[src/rtl/chime_seq.sv]
// Beep-sequence generator: N square-wave tone bursts separated by silent gaps,
// with start/busy/done handshake, abort and mute. Optional macro: CHIME_LONG_LAST_EN.
module chime_seq #(
  parameter int CNT_W     = 4,
  parameter int TONE_HALF = 25000,
  parameter int ON_CYC    = 10000000,
  parameter int OFF_CYC   = 20000000,
  parameter int LONG_CYC  = 50000000
) (
  input  logic             clk,
  input  logic             rst,
  input  logic             start,
  input  logic [CNT_W-1:0] count,
  input  logic             enable,
  input  logic             abort,
  output logic             busy,
  output logic             done,
  output logic [CNT_W-1:0] beep_idx,
  output logic             buzz_out
);

  localparam logic [1:0] S_IDLE = 2'd0;
  localparam logic [1:0] S_ON   = 2'd1;
  localparam logic [1:0] S_OFF  = 2'd2;
  localparam logic [1:0] S_DONE = 2'd3;

  localparam int ON_OFF_MAX = (ON_CYC > OFF_CYC) ? ON_CYC : OFF_CYC;
`ifdef CHIME_LONG_LAST_EN
  localparam int CYC_MAX = (LONG_CYC > ON_OFF_MAX) ? LONG_CYC : ON_OFF_MAX;
`else
  localparam int CYC_MAX = ON_OFF_MAX;
`endif
  localparam int CYC_W  = $clog2(CYC_MAX + 1);
  localparam int TONE_W = $clog2(TONE_HALF + 1);

  localparam logic [CYC_W-1:0]  ON_LAST   = CYC_W'(ON_CYC - 1);
  localparam logic [CYC_W-1:0]  OFF_LAST  = CYC_W'(OFF_CYC - 1);
  localparam logic [TONE_W-1:0] TONE_LAST = TONE_W'(TONE_HALF - 1);
`ifdef CHIME_LONG_LAST_EN
  localparam logic [CYC_W-1:0]  LONG_LAST = CYC_W'(LONG_CYC - 1);
`endif

  if (TONE_HALF < 1 || ON_CYC < 1 || OFF_CYC < 1 || LONG_CYC < 1) begin : g_param_chk
    $error("chime_seq: TONE_HALF, ON_CYC, OFF_CYC and LONG_CYC must all be >= 1");
  end

  logic [1:0]        state, state_n;
  logic [CNT_W-1:0]  remaining, remaining_n;
  logic [CYC_W-1:0]  cyc_cnt, cyc_n;
  logic [TONE_W-1:0] tone_cnt, tone_n;
  logic              phase, phase_n;
  logic [CNT_W-1:0]  idx_n;
  logic [CYC_W-1:0]  beep_last;

  // Only the final beep of a sequence may use the long length.
`ifdef CHIME_LONG_LAST_EN
  assign beep_last = (remaining == CNT_W'(1)) ? LONG_LAST : ON_LAST;
`else
  assign beep_last = ON_LAST;
`endif

  always_comb begin
    state_n     = state;
    remaining_n = remaining;
    cyc_n       = cyc_cnt;
    tone_n      = tone_cnt;
    phase_n     = phase;
    idx_n       = beep_idx;
    case (state)
      S_IDLE: begin
        // Counters and tone phase are primed here so ON entry starts a fresh beep.
        idx_n   = '0;
        cyc_n   = '0;
        tone_n  = '0;
        phase_n = 1'b1;
        if (start && !abort) begin
          if (count != '0) begin
            state_n     = S_ON;
            remaining_n = count;
            idx_n       = CNT_W'(1);
          end else begin
            state_n = S_DONE;
          end
        end
      end
      S_ON: begin
        if (abort) begin
          state_n = S_IDLE;
          idx_n   = '0;
        end else if (cyc_cnt == beep_last) begin
          cyc_n = '0;
          if (remaining > CNT_W'(1)) begin
            state_n     = S_OFF;
            remaining_n = remaining - CNT_W'(1);
          end else begin
            state_n = S_DONE;
            idx_n   = '0;
          end
        end else begin
          cyc_n = cyc_cnt + CYC_W'(1);
          if (tone_cnt == TONE_LAST) begin
            tone_n  = '0;
            phase_n = ~phase;
          end else begin
            tone_n = tone_cnt + TONE_W'(1);
          end
        end
      end
      S_OFF: begin
        if (abort) begin
          state_n = S_IDLE;
          idx_n   = '0;
        end else if (cyc_cnt == OFF_LAST) begin
          state_n = S_ON;
          cyc_n   = '0;
          tone_n  = '0;
          phase_n = 1'b1;
          idx_n   = beep_idx + CNT_W'(1);
        end else begin
          cyc_n = cyc_cnt + CYC_W'(1);
        end
      end
      default: begin
        state_n = S_IDLE;
        idx_n   = '0;
      end
    endcase
  end

  always_ff @(posedge clk) begin
    if (rst) begin
      state    <= S_IDLE;
      busy     <= 1'b0;
      done     <= 1'b0;
      beep_idx <= '0;
      buzz_out <= 1'b0;
    end else begin
      state    <= state_n;
      busy     <= (state_n == S_ON) || (state_n == S_OFF);
      done     <= (state_n == S_DONE);
      beep_idx <= idx_n;
      buzz_out <= (state_n == S_ON) && phase_n && enable;
    end
  end

  // Datapath counters need no reset: IDLE reloads them before any use.
  always_ff @(posedge clk) begin
    remaining <= remaining_n;
    cyc_cnt   <= cyc_n;
    tone_cnt  <= tone_n;
    phase     <= phase_n;
  end

endmodule

[config.mk]
export PLATFORM = sky130hd
export DESIGN_NAME = chime_seq
export DESIGN_NICKNAME = d
export VERILOG_FILES = /design/src/rtl/chime_seq.sv
export SDC_FILE = /design/constraint.sdc
export NUM_CORES = 1
export LEC_CHECK = 0
export ABC_AREA = 0
export BUFFER_PORTS_ARGS = -buffer_cell sky130_fd_sc_hd__buf_2
export CORE_UTILIZATION = 50
export CTS_CLUSTER_SIZE = 16
export DETAILED_ROUTE_END_ITERATION = 8
export PLACE_DENSITY = 0.66
export SLEW_MARGIN = 20
export SYNTH_ARGS = -nofsm -noshare
export SYNTH_HDL_FRONTEND = slang
export SYNTH_SLANG_ARGS = --single-unit
[constraint.sdc]
create_clock -name clk -period 8.55 [get_ports clk]
set_input_delay 1.71 -clock clk [delete_from_list [all_inputs] [get_ports clk]]
set_output_delay 1.71 -clock clk [all_outputs]
set_load 0.005 [all_outputs]
==> out/results.tsv <==
metric	value	unit
placed cells	409	
detailed-route DRC error count	0	
Final HPWL DP	4450	um
Seq cells post-synth	54	
Worst Setup Slack, final	5.40	ns
maximum vdd drop	0.000116	V
Nets	361	
largest net degree at the start of global routing	27	
Slew headroom	0.437	
IO Port Bufs	15	
FMAX	0.318	GHz
Synth Area per Inst	9.80	um^2
antenna cell count	0	
RSZ-0062 raised after global routing	no	
initial core utilization	0.530	
fin crit share	0.368	
Post-synth EDFFs	44	
Buf/Inv on CP	1	
worst clock skew	0.0148	ns
status	complete, no violations	
Pleak	1.23	nW
Layout Cells excl Fill	417	
Die Y	82.2	um
Hold Crit Class	reg -> reg	
Die Wd	82.2	um
H-Tree Depth	2	
CP Capture Type	flip-flop	
clock share of power	0.307	
Site Rows	28	
Worst setup SP type	input pin	
final WL	6390	um
post-route cell area	3450	um^2
Switching Share	0.222	
WHS	0.507	ns
Seq pwr share	0.643	
CP max FO	3	
syn_nets	348	
Gate power share	0.050	
Met2 Routed Length	2850	um
Critical Path, Cell by Cell	buf_2, nor4_1, o21ai_0, a21o_1, o311a_1, nand2b_1, ha_1, nor2_1	
vias per inst	5.81	
Reg-to-Reg Start	cyc_cnt[14]	
aggregate global routing overflow	0	
P_sw	0.102	mW
mapped cell area	3210	um^2
CP arrival	3.39	ns
WL met1	3200	um
clock sink count	54	
Crit path largest cell delay	0.51	ns
CTS root buf	clkbuf_8	
GRT Resource Usage Total	0.210	
Max clock buf depth	2	
Met3 Wirelength	291	um
fraction of layout cells with a size suffix above 1	0.0877	
Final Hold Fails	0	
final count of negative-setup-slack endpoints	0	
Layout Utilization	0.570	
Top Metal Used	met4	
Setup WS pre-CTS	4.75	ns
Final min period	3.15	ns
max-capacitance violation count	0	
total CTS buffers	5	
DRT iter0 DRCs	137	
Routed wire per std cell	15.3	um
die footprint	6750	um^2
Setup crit start	count[2]	
GPL Wtd Cong	0.813	
Ys Warns	0	
sequential element share of the synthesized area	0.473	
post-synthesis async set-or-reset flop share	0	
hold-fix buffers at CTS	0	
Slew @ Worst Pin	0.838	ns
Layout area overhead	7.43	%
Yosys top cell by area	edfxtp_1	
WP data required	8.80	ns
Slew Viols, Final	0	
drt pass-1 iters	4	
CTS tree	yes	
Clk pin slew, worst setup/hold paths	0.09	ns
Power Internal	0.357	mW
ys flop type	edfxtp_1	
Cell variety after synth	50	
post-synth top area share	0.411	
Worst Min Path Start	beep_idx[3]	
initial antenna violation count	0	
vias in the first global route	2304	
first-pass GRT wire length	10800	um
Antenna Nets Post-Route	0	
TNS Setup	0	ns
clk_lat worst skew	0.31	ns
post-CTS sizing	0	
CP Class	in -> reg	
Placed Area	3370	um^2
Cells after Synth	328	
largest cells by area after synthesis	edfxtp_1 41%, xor2_1 7.4%, nor2_1 6.5%	
Power Dens Cells	133	nW/um^2
top-level port count	16	
final-layout fill cell count	555	
CP max stage cell	nor4_1	
core footprint	6060	um^2
post-CTS setup buffer count	0	
Overall Power	0.459	mW
DR vias	2423	
CP delay by family, top	simple AND/OR/NAND/NOR gates	
## cells in the mapped netlist, drive strengths merged, types with 3 or more instances
| library cell | count |
|---|---|
| a21oi | 6 |
| a31oi | 4 |
| and3 | 11 |
| and4 | 7 |
| buf | 4 |
| clkbuf | 9 |
| dfxtp | 10 |
| edfxtp | 44 |
| ha | 11 |
| inv | 10 |
| nand2 | 19 |
| nand2b | 7 |
| nand3 | 22 |
| nand4 | 7 |
| nand4b | 4 |
| nor2 | 56 |
| nor2b | 7 |
| nor3 | 6 |
| nor4 | 3 |
| o21ai | 7 |
| or4 | 3 |
| xnor2 | 10 |
| xor2 | 27 |
## logic make-up after synthesis
kind of cell | share of synthesized area
AOI/OAI and AO/OA | 0.0790
xor gates and xnor gates | 0.101
adders and majority gates | 0.0428
buffers and inverters | 0.0276
DFF | 0.473
muxes | 0.00662
and+or+nand+nor | 0.270
## final timing paths
kind | slack (ns) | to | cells after the start
max | 5.40 | busy | 8
min | 0.51 | beep_idx[3] | 1
max reg2reg | 5.89 | tone_cnt[14] | 5
min reg2reg | 0.51 | beep_idx[3] | 1
## layout make-up
type / instances / area [um^2] / area share
Tap cell: 75 / 93.8 / 0.0272
Sequential cell: 54 / 1520 / 0.441
Multi-Input combinational cell: 251 / 1620 / 0.468
Timing Repair Buffer: 19 / 105 / 0.0304
Clock buffer: 8 / 80.1 / 0.0232
Inverter: 10 / 37.5 / 0.0109
## state kept, by name, indices dropped and copies added (netlist names)
signal / count
cyc_cnt: 25
tone_cnt: 15
beep_idx: 4
remaining: 4
state: 2
busy: 1
buzz_out: 1
done: 1
phase: 1
## layout by cell type, fill, tap and decap left out, drive strengths merged, types with 2 or more instances in the layout
cell,n
nand2,19
buf,19
clkbuf,8
or4,3
o21ai,7
o21a,2
nor4,3
a21oi,6
and3,11
or4b,2
xor2,27
nand4b,4
edfxtp,44
nand4,7
nand3b,2
inv,10
xnor2,10
and4,7
a31oi,4
a211oi,2
nor2b,7
nor4b,2
a21boi,2
nand3,22
nor3,6
ha,11
nor4bb,2
a41oi,2
nand2b,7
nor2,56
o22ai,2
dfxtp,10
## power groups by stage
stage | logic [mW] | registers (mW) | clock network, mW
final | 0.0229 | 0.295 | 0.141
after global routing | 0.0260 | 0.296 | 0.153
after CTS | 0.0229 | 0.295 | 0.144
after detailed placement | 0.0227 | 0.301 | 0
after global placement | 0.0223 | 0.301 | 0
after floorplan | 0.0163 | 0.299 | 0
## routing by layer
metal | vias to the layer above | global-route usage
li1 | 1215 | -
met1 | 1137 | 0.286
met2 | 64 | 0.345
met3 | 7 | 0.0341
met4 | 0 | 0.0526
met5 | - | 0
Note: power is estimated with default switching activity, not from simulation.
